File: src/rtl/usb_chan_pkg.sv
// Shared types and constants for the USB<->Pulpino channel sequencer.
// Latency: n/a (types, constants and pure byte-lane helpers only).
// Backpressure: n/a.
// Contents: TX/RX state encodings, word/byte geometry, byte-lane get/put helpers.
package usb_chan_pkg;

  localparam int BYTES_PER_WORD = 4;
  localparam int WORD_W         = 8 * BYTES_PER_WORD;
  localparam int IDX_W          = 2;
  localparam logic [IDX_W-1:0] LAST_IDX = 2'd3;

  typedef enum logic [1:0] {
    TX_IDLE = 2'd0,
    TX_WAIT = 2'd1,
    TX_ERR  = 2'd2
  } tx_state_e;

  typedef enum logic [1:0] {
    RX_IDLE = 2'd0,
    RX_WAIT = 2'd1,
    RX_FULL = 2'd2,
    RX_ERR  = 2'd3
  } rx_state_e;

  // Byte lane idx of a word; lane 0 is bits [7:0].
  function automatic logic [7:0] get_byte(input logic [WORD_W-1:0] w,
                                          input logic [IDX_W-1:0]  idx);
    return w[{idx, 3'b000} +: 8];
  endfunction

  // Word with byte lane idx replaced by b.
  function automatic logic [WORD_W-1:0] put_byte(input logic [WORD_W-1:0] w,
                                                 input logic [IDX_W-1:0]  idx,
                                                 input logic [7:0]        b);
    logic [WORD_W-1:0] r;
    r = w;
    r[{idx, 3'b000} +: 8] = b;
    return r;
  endfunction

endpackage

File: src/rtl/usb_chan_watchdog.sv
// Per-direction ack watchdog: counts cycles spent waiting for a channel ack.
// Latency: expired is high in the cycle whose count would reach 2^W-1.
// Backpressure: none; clear dominates count_en.
// Ports: clk, reset_i (async, active-high), count_en (in WAIT), clear (ack/toggle/not
// waiting), expired (combinational pulse to the owning FSM).
module usb_chan_watchdog #(
  parameter int W = 8
) (
  input  logic clk,
  input  logic reset_i,
  input  logic count_en,
  input  logic clear,
  output logic expired
);

  localparam logic [W-1:0] ONE      = {{(W-1){1'b0}}, 1'b1};
  // One below all-ones: the increment out of this value is the timeout.
  localparam logic [W-1:0] LAST_CNT = {{(W-1){1'b1}}, 1'b0};

  logic [W-1:0] cnt_q, cnt_d;

  always_comb begin
    cnt_d = cnt_q;
    if (clear) begin
      cnt_d = '0;
    end else if (count_en) begin
      cnt_d = cnt_q + ONE;
    end
  end

  always_ff @(posedge clk or posedge reset_i) begin
    if (reset_i) begin
      cnt_q <= '0;
    end else begin
      cnt_q <= cnt_d;
    end
  end

  assign expired = count_en & ~clear & (cnt_q == LAST_CNT);

endmodule

File: src/rtl/usb_channel_sequencer.sv
// Word<->byte sequencer between the Pulpino core and the USB byte channel (flicker handshakes).
// Latency: 2 cycles per byte against a 1-cycle channel; 8 cycles per word each direction.
// Backpressure: TX via tx_valid_i/tx_ready_o; RX word held in FULL until rx_ready_i.
// Ports: tx_word_i/tx_valid_i/tx_ready_o/tx_err_o (core TX), rx_req_i/rx_word_o/rx_valid_o/
// rx_ready_i/rx_err_o (core RX), err_clr_i, ch_wr_* and ch_rd_* (channel flicker pairs).
module usb_channel_sequencer
  import usb_chan_pkg::*;
#(
  parameter int TIMEOUT_W = 8
) (
  input  logic        clk,
  input  logic        reset_i,
  input  logic [31:0] tx_word_i,
  input  logic        tx_valid_i,
  output logic        tx_ready_o,
  output logic        tx_err_o,
  input  logic        rx_req_i,
  output logic [31:0] rx_word_o,
  output logic        rx_valid_o,
  input  logic        rx_ready_i,
  output logic        rx_err_o,
  input  logic        err_clr_i,
  output logic [7:0]  ch_wr_data_o,
  output logic        ch_wr_flicker_o,
  input  logic        ch_wr_ack_i,
  input  logic [7:0]  ch_rd_data_i,
  output logic        ch_rd_flicker_o,
  input  logic        ch_rd_ack_i
);

  // ---------------- TX ----------------
  tx_state_e         tx_state_q, tx_state_d;
  logic [IDX_W-1:0]  tx_idx_q, tx_idx_d;
  logic [WORD_W-1:0] tx_word_q, tx_word_d;
  logic [7:0]        wr_data_q, wr_data_d;
  logic              wr_flk_q, wr_flk_d;
  logic              tx_err_q, tx_err_d;
  logic              tx_ack, tx_expired;

  // The channel has taken the current byte once its read flicker catches up.
  assign tx_ack = (ch_wr_ack_i == wr_flk_q);

  always_comb begin
    tx_state_d = tx_state_q;
    tx_idx_d   = tx_idx_q;
    tx_word_d  = tx_word_q;
    wr_data_d  = wr_data_q;
    wr_flk_d   = wr_flk_q;
    tx_err_d   = tx_err_q;
    case (tx_state_q)
      TX_IDLE: begin
        if (tx_valid_i) begin
          tx_word_d  = tx_word_i;
          tx_idx_d   = '0;
          wr_data_d  = tx_word_i[7:0];
          wr_flk_d   = ~wr_flk_q;
          tx_state_d = TX_WAIT;
        end
      end
      TX_WAIT: begin
        if (tx_ack) begin
          if (tx_idx_q == LAST_IDX) begin
            tx_state_d = TX_IDLE;
          end else begin
            tx_idx_d  = tx_idx_q + 2'd1;
            wr_data_d = get_byte(tx_word_q, tx_idx_q + 2'd1);
            wr_flk_d  = ~wr_flk_q;
          end
        end else if (tx_expired) begin
          tx_state_d = TX_ERR;
        end
      end
      // ERR keeps index and flicker untouched so the channel's byte count stays aligned.
      TX_ERR: begin
        if (err_clr_i) begin
          tx_state_d = TX_WAIT;
        end
      end
      default: tx_state_d = TX_IDLE;
    endcase
    // A timeout in the same cycle as a clear must still leave the flag set.
    if (tx_expired) begin
      tx_err_d = 1'b1;
    end else if (err_clr_i) begin
      tx_err_d = 1'b0;
    end
  end

  always_ff @(posedge clk or posedge reset_i) begin
    if (reset_i) begin
      tx_state_q <= TX_IDLE;
      tx_idx_q   <= '0;
      tx_word_q  <= '0;
      wr_data_q  <= '0;
      wr_flk_q   <= 1'b0;
      tx_err_q   <= 1'b0;
    end else begin
      tx_state_q <= tx_state_d;
      tx_idx_q   <= tx_idx_d;
      tx_word_q  <= tx_word_d;
      wr_data_q  <= wr_data_d;
      wr_flk_q   <= wr_flk_d;
      tx_err_q   <= tx_err_d;
    end
  end

  // Cleared whenever not waiting, so re-entering WAIT from ERR starts from zero.
  usb_chan_watchdog #(.W(TIMEOUT_W)) u_tx_wdog (
    .clk      (clk),
    .reset_i  (reset_i),
    .count_en (tx_state_q == TX_WAIT),
    .clear    ((tx_state_q != TX_WAIT) | tx_ack),
    .expired  (tx_expired)
  );

  assign tx_ready_o      = (tx_state_q == TX_IDLE);
  assign tx_err_o        = tx_err_q;
  assign ch_wr_data_o    = wr_data_q;
  assign ch_wr_flicker_o = wr_flk_q;

  // ---------------- RX ----------------
  rx_state_e         rx_state_q, rx_state_d;
  logic [IDX_W-1:0]  rx_idx_q, rx_idx_d;
  logic [WORD_W-1:0] rx_word_q, rx_word_d;
  logic              rd_flk_q, rd_flk_d;
  logic              rx_err_q, rx_err_d;
  logic              rx_ack, rx_expired;

  // The channel presents a fresh byte when its write flicker differs from ours.
  assign rx_ack = (ch_rd_ack_i != rd_flk_q);

  always_comb begin
    rx_state_d = rx_state_q;
    rx_idx_d   = rx_idx_q;
    rx_word_d  = rx_word_q;
    rd_flk_d   = rd_flk_q;
    rx_err_d   = rx_err_q;
    case (rx_state_q)
      RX_IDLE: begin
        if (rx_req_i) begin
          rx_idx_d   = '0;
          rx_word_d  = put_byte(rx_word_q, '0, ch_rd_data_i);
          rd_flk_d   = ~rd_flk_q;
          rx_state_d = RX_WAIT;
        end
      end
      RX_WAIT: begin
        if (rx_ack) begin
          if (rx_idx_q == LAST_IDX) begin
            rx_state_d = RX_FULL;
          end else begin
            rx_idx_d  = rx_idx_q + 2'd1;
            rx_word_d = put_byte(rx_word_q, rx_idx_q + 2'd1, ch_rd_data_i);
            rd_flk_d  = ~rd_flk_q;
          end
        end else if (rx_expired) begin
          rx_state_d = RX_ERR;
        end
      end
      RX_FULL: begin
        if (rx_ready_i) begin
          rx_state_d = RX_IDLE;
        end
      end
      RX_ERR: begin
        if (err_clr_i) begin
          rx_state_d = RX_WAIT;
        end
      end
      default: rx_state_d = RX_IDLE;
    endcase
    if (rx_expired) begin
      rx_err_d = 1'b1;
    end else if (err_clr_i) begin
      rx_err_d = 1'b0;
    end
  end

  always_ff @(posedge clk or posedge reset_i) begin
    if (reset_i) begin
      rx_state_q <= RX_IDLE;
      rx_idx_q   <= '0;
      rx_word_q  <= '0;
      rd_flk_q   <= 1'b0;
      rx_err_q   <= 1'b0;
    end else begin
      rx_state_q <= rx_state_d;
      rx_idx_q   <= rx_idx_d;
      rx_word_q  <= rx_word_d;
      rd_flk_q   <= rd_flk_d;
      rx_err_q   <= rx_err_d;
    end
  end

  usb_chan_watchdog #(.W(TIMEOUT_W)) u_rx_wdog (
    .clk      (clk),
    .reset_i  (reset_i),
    .count_en (rx_state_q == RX_WAIT),
    .clear    ((rx_state_q != RX_WAIT) | rx_ack),
    .expired  (rx_expired)
  );

  assign rx_word_o       = rx_word_q;
  assign rx_valid_o      = (rx_state_q == RX_FULL);
  assign rx_err_o        = rx_err_q;
  assign ch_rd_flicker_o = rd_flk_q;

endmodule

File: config.mk
export PLATFORM = sky130hd
export DESIGN_NAME = usb_channel_sequencer
export DESIGN_NICKNAME = d
export VERILOG_FILES = /design/src/rtl/usb_chan_pkg.sv /design/src/rtl/usb_chan_watchdog.sv /design/src/rtl/usb_channel_sequencer.sv
export SDC_FILE = /design/constraint.sdc
export NUM_CORES = 1
export LEC_CHECK = 0
export CORE_UTILIZATION = 55
export DETAILED_ROUTE_END_ITERATION = 16
export DONT_BUFFER_PORTS = 1
export GPL_TIMING_DRIVEN = 0
export HOLD_SLACK_MARGIN = 0.15
export PLACE_DENSITY_LB_ADDON = 0.08
export SYNTH_ARGS = -nofsm -noshare
export SYNTH_HDL_FRONTEND = slang
export SYNTH_HIERARCHICAL = 1
export SYNTH_SLANG_ARGS = --single-unit
File: constraint.sdc
create_clock -name clk -period 6.4 [get_ports clk]
set_input_delay 1.92 -clock clk [delete_from_list [all_inputs] [get_ports clk]]
set_output_delay 1.92 -clock clk [all_outputs]
set_load 0.01 [all_outputs]
# Word level (Yosys, flattened, before mapping)
# Cells that the tools add are included.
dict set report word_totals {
  reg_bits 100
  input_bits 48
  out_inout_bits 46
  wordCells 118
}
dict set report classes {
  addsub 5
  eq_ne 26
  shifts 3
  mux 44
  n_bitwise 12
  reduce_logical 14
}
# cell count
set op_table {}
lappend op_table {{2-to-1 mux 32 bit} 2}
lappend op_table {{2-to-1 mux 8 bit} 8}
lappend op_table {{case mux 32 bit (2 select lines)} 1}
lappend op_table {{bitwise mux 32 bit} 1}
lappend op_table {{2-to-1 mux 2 bit} 16}
lappend op_table {{variable shift 8 x 7 -> 32 bit (first input constant)} 1}
lappend op_table {{variable part select 32 x 6 -> 8 bit} 1}
lappend op_table {{variable part select 8 x 7 -> 32 bit} 1}
lappend op_table {{adder 8 x 1 -> 8 bit (second input constant)} 2}
lappend op_table {{equality test 8 bit (second input constant)} 2}
lappend op_table {{inequality test 2 bit (second input constant)} 8}
lappend op_table {{case mux 8 bit (2 select lines)} 1}
lappend op_table {{AND reduction 4 bit} 4}
lappend op_table {{inequality test 3 bit (second input constant)} 4}
lappend op_table {{nonzero test 2 bit} 6}
lappend op_table {{equality test 2 bit (second input constant)} 5}
lappend op_table {{2-to-1 mux 1 bit} 9}
lappend op_table {{case mux 2 bit (2 select lines)} 2}
lappend op_table {{case mux 2 bit (4 select lines)} 1}
lappend op_table {{negation 5 -> 7 bit} 1}
lappend op_table {{inequality test 2 x 1 -> 1 bit (second input constant)} 3}
lappend op_table {{NOT 1 bit} 6}
lappend op_table {{case mux 2 bit (3 select lines)} 1}
lappend op_table {{AND reduction 5 bit} 1}
lappend op_table {{9 further kinds} 17}

# Logic depth before layout (Yosys ltp)
# Gate-level depths: netlist of the first run.
dict set report depth {
  ltp_word 8
  ltp_mapped 10
  ltp_nobuf 8
}

# Modules after synthesis
# The synthesis of the first run kept the hierarchy.
# module n_inst cells_per_inst area_each_um2 seq_area_each_um2
set by_module_without_submodules {}
lappend by_module_without_submodules {usb_channel_sequencer 1 335 3829.9 2102.0}
lappend by_module_without_submodules {usb_chan_watchdog 2 43 414.1 200.2}

# Least setup slack after synthesis of the first run
# Ideal clock, no wire load.
dict set report synth_path {
  kind {input to register}
  startpoint {input port ch_rd_ack_i}
  endpoint {register rx_state_q[1]}
  setup_ns 0.096
  t_arrival_ns 3.237
  required_ns 6.304
  path_slack_ns 3.068
  cell_stages 8
  n_path_buf 1
  cell_sequence {xnor2_2 > nand2_1 > clkbuf_1 > nand4b_1 > nor3_1 > mux2_2 > o211ai_1 > o31ai_1}
}
dict set report synth_between {
  elab_chain_cells 7
  elab_cells_between_ends 10
  cone_classes {3 x eq/ne; 2 x mux; 4 x bitwise; 1 x reduce/logical}
}
# element line_no
set synth_rtl {}
lappend synth_rtl {{start, declared} usb_channel_sequencer.sv:28} ;# input logic ch_rd_ack_i
lappend synth_rtl {{inequality test 1 bit *} usb_channel_sequencer.sv:130} ;# assign rx_ack = (ch_rd_ack_i != rd_flk_q);
lappend synth_rtl {{bitwise OR 1 bit} usb_channel_sequencer.sv:199} ;# .clear ((rx_state_q != RX_WAIT) | rx_ack),
lappend synth_rtl {{NOT 1 bit} usb_chan_watchdog.sv:39} ;# assign expired = count_en & ~clear & (cnt_q == LAST_CNT);
lappend synth_rtl {{bitwise AND 1 bit (2 in series)} usb_chan_watchdog.sv:39}
lappend synth_rtl {{inequality test 3 bit (no source line)} n/a}
lappend synth_rtl {{AND reduction 5 bit (no source line)} n/a}
lappend synth_rtl {{end signal, assigned} usb_channel_sequencer.sv:187} ;# rx_state_q <= rx_state_d;
lappend synth_rtl {{end, declared} usb_channel_sequencer.sv:122} ;# rx_state_e rx_state_q, rx_state_d;
# Every way passes the cells marked *; elsewhere a longest branch is shown, timed or not.
# A chain may end at the register's enable or synchronous reset.

# Worst setup path in the final report of the first run
# Ends and elaborated chain as after synthesis.

==> results of run 1 <==
where the power goes:
part           switching (W)  internal (W)  leakage [nW]
Clock               0.000240      0.000191         0.109
Sequential          0.000231      0.000880          1.27
Combinational       0.000510      0.000442         0.889
critical path, cell delays in order:
cell and delay, ns:
xnor2_2 0.50, nand2_1 0.10, clkbuf_1 0.22, nand4b_1 0.24, nor3_1 0.26, mux2_2 0.21, o211ai_1 0.08, o31ai_1 0.08
stage by stage:
stage	total power, W	instance area (µm²)	hold WS, ns
floorplan	0.00186	4660	0.475
global placement	0.00204	4790	0.484
detailed placement	0.00208	4810	0.490
CTS	0.00252	5020	0.515
global route	0.00268	5020	0.535
finish	0.00249	5020	0.512
state kept, by name, summed over array words and instances (netlist names):
name / count
rx_word_o: 32
ch_rd_flicker_o: 1
tx_idx_q: 2
tx_err_o: 1
u_rx_wdog/cnt_q: 8
tx_word_q: 32
ch_wr_data_o: 8
rx_state_q: 2
rx_idx_q: 2
ch_wr_flicker_o: 1
u_tx_wdog/cnt_q: 8
tx_state_q: 2
rx_err_o: 1
area by class of cell:
type	count	area [µm²]	area share, %
Sequential cell	100	2500	49.8
Multi-Input combinational cell	262	1910	37.9
Inverter	42	160	3.19
Tap cell	105	131	2.62
Clock buffer	9	124	2.47
Buffer	17	92.6	1.84
Clock inverter	7	87.6	1.74
Timing Repair Buffer	1	20.0	0.399
placed cells by master, fill, tap and decap left out, types with 2 or more instances in the layout:
cell	Yosys	layout
inv_8	0	2
mux2_2	34	34
nor3_1	5	5
nor4b_4	2	2
xnor2_1	2	2
a211oi_1	2	2
nand4_2	2	2
inv_6	0	3
buf_2	8	8
or3_1	7	7
o21ai_1	3	3
mux2i_1	10	10
o21ai_0	24	24
inv_1	42	41
mux4_2	8	8
a21oi_1	7	7
xor2_1	9	9
nand3_1	30	30
clkbuf_1	4	4
nand2b_1	4	4
buf_4	5	5
nor2_1	22	22
nand4b_1	3	3
clkbuf_8	0	9
a31oi_1	9	9
nand4_1	5	5
dfrtp_1	100	100
ha_1	10	10
nand2_1	49	49
a21o_1	2	2
worst max path at each step:
stage / startpoint / to / slack [ns] / cells past startpoint
after floorplan: reset_i / ch_rd_flicker_o / 2.31 / 1
after global placement: reset_i / tx_word_q[21] / 1.43 / 1
after detailed placement: ch_rd_ack_i / rx_state_q[1] / 2.66 / 8
after CTS: ch_rd_ack_i / rx_state_q[1] / 3.05 / 8
after global routing: ch_rd_ack_i / rx_state_q[1] / 2.86 / 8
final: ch_rd_ack_i / rx_state_q[1] / 3.04 / 8
cells by family (layout without fill, tap and decap cells):
kind of cell | count (synthesis) | count (layout) | synth area share (%)
XOR/XNOR | 12 | 12 | 2.42
multiplexers | 52 | 52 | 14.2
AND/OR/NAND/NOR | 135 | 135 | 14.9
flip-flops | 100 | 100 | 53.7
adder cells (fa/ha/maj) | 10 | 10 | 2.69
AO/OA/AOI/OAI | 53 | 53 | 6.66
buffers and inverters | 59 | 76 | 5.37
routing by layer:
metal	GRT usage [%]	vias up
li1	-	1462
met1	32.1	1545
met2	35.8	79
met3	7.77	13
met4	9.36	0
met5	0	-
==> key figures, run 1 <==
Route
  • DR DRC count: 0
  • Post-route met1 wirelength: 4360 µm
  • Aggregate routed wire length: 9660 µm
  • Per-cell routed wire length: 17.8 µm
  • TritonRoute pass-1 iters: 4
  • Post-route ant nets: 0
  • Vias: 3,099
  • DR iter-0 viols: 88
  • Top sig layer: met4
  • Via-per-instance ratio: 5.71
  • WL met3: 681 µm
  • Met2 WL: 4460 µm

Synthesis
  • EDFF count, synth: 0
  • Synth top area share: a little over half
  • Post-Syn Area per Cell: 11.1 µm²
  • Leading area contributor after synthesis: dfrtp_1
  • Predominant post-synthesis flop cell: dfrtp_1
  • Register area share after synthesis: 53.7%
  • Top cells by area in the synthesized netlist: dfrtp_1 54%, mux2_2 8.2%, nand2_1 3.9%
  • Post-synth cell types: 40
  • Post-synth top cells: 100 x dfrtp_1, 49 x nand2_1, 42 x inv_1
  • Warning count from the yosys run: 6
  • Yosys reg bits: 100
  • Most frequent cell after synthesis: dfrtp_1
  • Asr flop ratio synth: between 90% and 100%
  • Post-Syn Nets: 479
  • Synth Instances: 421
  • Post-Synthesis Cell Area: 4660 µm²

Power
  • Maximum VDD drop: 0.229 mV
  • PwrDens: 496 nW/µm²
  • P_leak: ~2.3 nW

Hold path
  • Hold WC Path Type: reg -> reg
  • Worst Hold End: tx_word_q[3]
  • Min-delay src: tx_word_q[3]
  • Hold path cells: 1

CTS
  • Post-CTS Setup Inserts: 0
  • Clk_lat worst skew: 0.38 ns
  • CTS Root Cell: clkbuf_8
  • CTS tree: built
  • CTS resizes: 0
  • Hold buffers post-CTS: 0
  • Clock slew seen by the registers of the worst setup and hold paths: 0.11 ns
  • Num CTS Buffers: 9
  • TritonCTS Sinks: 100
  • Max clock buf depth: 2
  • CTS H-tree depth: 3

Finish
  • Fin util: between 60% and 70%
  • Syn-to-layout area delta: 7.84%
  • Cell Count, Final, Fillers Out: 543
  • Fraction of layout cells with a size suffix above 1: 18.9%
  • # fillers: 682
  • # nets final: 491
  • # diodes: 0

Placement
  • DP Cell Count: 527
  • Pre-CTS WS: 2.66 ns
  • Final GP Congestion: 0.768
  • Dpl hpwl: between 6000 and 7000 µm
  • Port bufs: 0

Global route
  • GRT Overall Usage: 23.9%
  • Initial antenna violation count: 0
  • Largest net degree at the start of global routing: 44
  • Number of global-route vias before repair: 3,115
  • First-pass GRT wire length: 15,800 µm
  • Total grt overflow: 0

Run
  • Maxcap violations: 0

STA
  • Slew headroom: 50.1%
  • F_max: 298 MHz
  • Fin Clk Skew: 0.0146 ns
  • Fin crit share: between 50% and 60%
  • Tmin final: 3.36 ns
  • PnR worst setup slack: 3.04 ns
  • Fin Setup TNS: 0 ns
  • Setup violators final: 0
  • Final Hold Viols: 0
  • Max Slew Vio Count: 0
  • Unrepaired setup endpoints after global routing: no
  • Measured slew at the worst slew-check pin: 0.742 ns

Critical path
  • Worst Path Required: approximately 6.7 ns
  • Crit-path max FO: 9
  • Worst R2R Path Depth: 10
  • Reg2Reg Setup Slack: 3.59 ns
  • Setup crit end kind: flop
  • Worst R2R End: tx_state_q[0]
  • Crit path launch type: primary input
  • Crit path kind: in -> reg
  • Critical Path AT: 3.64 ns
  • R2R Path Start: tx_state_q[1]

Die
  • Boundary pin count: 94
  • Die Width: 94.0 µm
  • Full die area: 8840 µm²
  • Site Rows: 33
  • Initial Util: 56.7%
  • Die height: 94.0 µm
  • Core area: 8220 µm²

Outcome
  • Outcome: completed
No activity file was read; power rests on OpenSTA's default activity.
==> run 2, diff against run 1 <==
==> constraint.sdc (replaced) <==
create_clock -name clk -period 3.2 [get_ports clk]
set_input_delay 0.96 -clock clk [delete_from_list [all_inputs] [get_ports clk]]
set_output_delay 0.96 -clock clk [all_outputs]
set_load 0.01 [all_outputs]
==> results of run 2 <==
The final DEF is identical to that of run 1. Status: completed.
Main changes from that run: setup slack after placement 2.66 ns -> 0.377 ns; clock-pin slew on the worst setup and hold paths 0.11 ns -> 0.10 ns; setup slack after layout 3.04 ns -> 0.388 ns; hold slack 0.512 ns -> 0.407 ns; start point of the critical path ch_rd_ack_i -> tx_state_q[1]; end point of the critical path rx_state_q[1] -> tx_state_q[0]; register-to-register setup slack 3.59 ns -> 0.39 ns; total power 0.00249 W -> 0.00499 W; worst IR drop on VDD 0.229 mV -> 0.457 mV
==> run 3, diff against run 2 <==
--- a/config.mk
+++ b/config.mk
@@ -5,6 +5,7 @@
 export SDC_FILE = /design/constraint.sdc
 export NUM_CORES = 1
 export LEC_CHECK = 0
+export CORE_MARGIN = 3
 export CORE_UTILIZATION = 55
 export DETAILED_ROUTE_END_ITERATION = 16
 export DONT_BUFFER_PORTS = 1
==> key figures, run 3 (synthesis gave the netlist of run 1 again) <==
CTS
  • TritonCTS Sinks: 100
  • Num CTS Buffers: 9
  • CTS tree: built
  • Clock slew seen by the registers of the worst setup and hold paths: 0.10 ns
  • Post-CTS Setup Inserts: 0
  • CTS Root Cell: clkbuf_8
  • CTS resizes: 0
  • Hold buffers post-CTS: 0
  • Max clock buf depth: 2
  • CTS H-tree depth: 3
  • Clk_lat worst skew: 0.37 ns

Global route
  • Number of global-route vias before repair: 3,197
  • GRT Overall Usage: 21.3%
  • Largest net degree at the start of global routing: 62
  • Initial antenna violation count: 1
  • First-pass GRT wire length: around 16,000 µm
  • Total grt overflow: 0

STA
  • Measured slew at the worst slew-check pin: between 0.7 and 0.8 ns
  • Max Slew Vio Count: 0
  • Setup violators final: 0
  • Fin crit share: between 80 and 90%
  • Slew headroom: a little over half
  • Final Hold Viols: 0
  • F_max: about 360 MHz
  • Fin Clk Skew: 0.00968 ns
  • Tmin final: 2.81 ns
  • Fin Hold WS: 0.414 ns
  • Unrepaired setup endpoints after global routing: no

Placement
  • Port bufs: 0
  • Dpl hpwl: 6960 µm
  • Final GP Congestion: around 0.84

Finish
  • Commonest cells after routing, fill and taps aside: 100 x dfrtp_1, 49 x nand2_1, 41 x inv_1, 34 x mux2_2, 30 x nand3_1
  • Fraction of layout cells with a size suffix above 1: a little under a fifth
  • Syn-to-layout area delta: 7.76%
  • Fin util: 63.0%
  • # diodes: 0
  • Commonest non-fill, non-tap cell in the layout: dfrtp_1
  • # nets final: roughly 490

Die
  • Die height: 98.0 µm
  • Initial Util: 58.5%
  • Full die area: 9610 µm²
  • Site Rows: 32
  • Boundary pin count: 94
  • Core area: approximately 8000 µm²
  • Die Width: 98.0 µm

Route
  • Per-cell routed wire length: 18.1 µm
  • Vias: 3,106
  • Via-per-instance ratio: 5.75
  • TritonRoute pass-1 iters: 4
  • DR DRC count: 0
  • Aggregate routed wire length: 9780 µm
  • Post-route ant nets: 0
  • DR iter-0 viols: 150

Critical path
  • Crit path launch type: flop
  • Crit path kind: reg -> reg
  • Crit-path max FO: 10
  • Setup crit end kind: flop
  • Critical Path AT: 3.05 ns
  • Worst Path Required: 3.44 ns

Power
  • Maximum VDD drop: 0.468 mV
  • P_leak: 2.26 nW
  • PwrDens: 989 nW/µm²

Outcome
  • Outcome: completed

Hold path
  • Hold WC Path Type: in -> async

Run
  • Maxcap violations: 0
-- run 3: path summary, 6_finish.rpt --
check                                   start                  to  slack (ns)  cells after the start
worst max-delay path            tx_state_q[1]       tx_state_q[0]        0.39                     10
worst min-delay path                  reset_i  u_tx_wdog/cnt_q[7]        0.41                      1
worst max register to register  tx_state_q[1]       tx_state_q[0]        0.39                     10
worst min register to register  tx_word_q[24]       tx_word_q[24]        0.52                      1
max in group asynchronous             reset_i         rx_idx_q[1]        2.19                      2
min in group clk                tx_word_q[24]       tx_word_q[24]        0.52                      1
-- run 3: worst max-delay path: stages, from the launching register on --
cell and delay [ns]:
dfrtp_1 0.46, nand2b_1 0.17, clkbuf_1 0.27, inv_1 0.18, clkbuf_1 0.44, nand2_1 0.10, clkbuf_1 0.22, nand4b_1 0.21
nor3_1 0.33, mux2_2 0.23, o22ai_1 0.07
-- run 3: through the flow --
stage	worst slack, ns	std cells	TNS (ns)	total power [W]	instance area [µm²]
detailed placement	0.401	524	0	0.00416	4820
global placement	-0.845	523	-70.62	0.00410	4790
floorplan	0.0749	421	0	0.00371	4660
finish	0.391	540	0	0.00496	5020
global route	0.146	540	0	0.00533	5020
CTS	0.388	540	0	0.00501	5020
-- run 3: layer usage --
metal	GRT usage [%]	wire length, µm	vias up
met1	29.1	4260	1518
met5	0	7	-
met2	31.8	4470	99
li1	-	-	1469
met4	5.75	142	2
met3	8.50	909	18
-- run 3: layout make-up --
class / instances / area [µm²]
sequential: 100 / 2500
fill: 683 / 2950
clock buffer: 9 / 124
buffer: 17 / 92.6
tap: 102 / 128
multi-input combinational: 262 / 1910
clock inverter: 7 / 80.1
inverter: 42 / 160
timing repair buffer: 1 / 27.5
-- run 3: report_power, final --
part / leakage, nW / internal (W) / total [W] / switching [W]
Clock: 0.0973 / 0.000373 / 0.000838 / 0.000466
Sequential: 1.27 / 0.00176 / 0.00223 / 0.000468
Combinational: 0.892 / 0.000885 / 0.00190 / 0.00101
Total: 2.26 / 0.00302 / 0.00496 / 0.00194
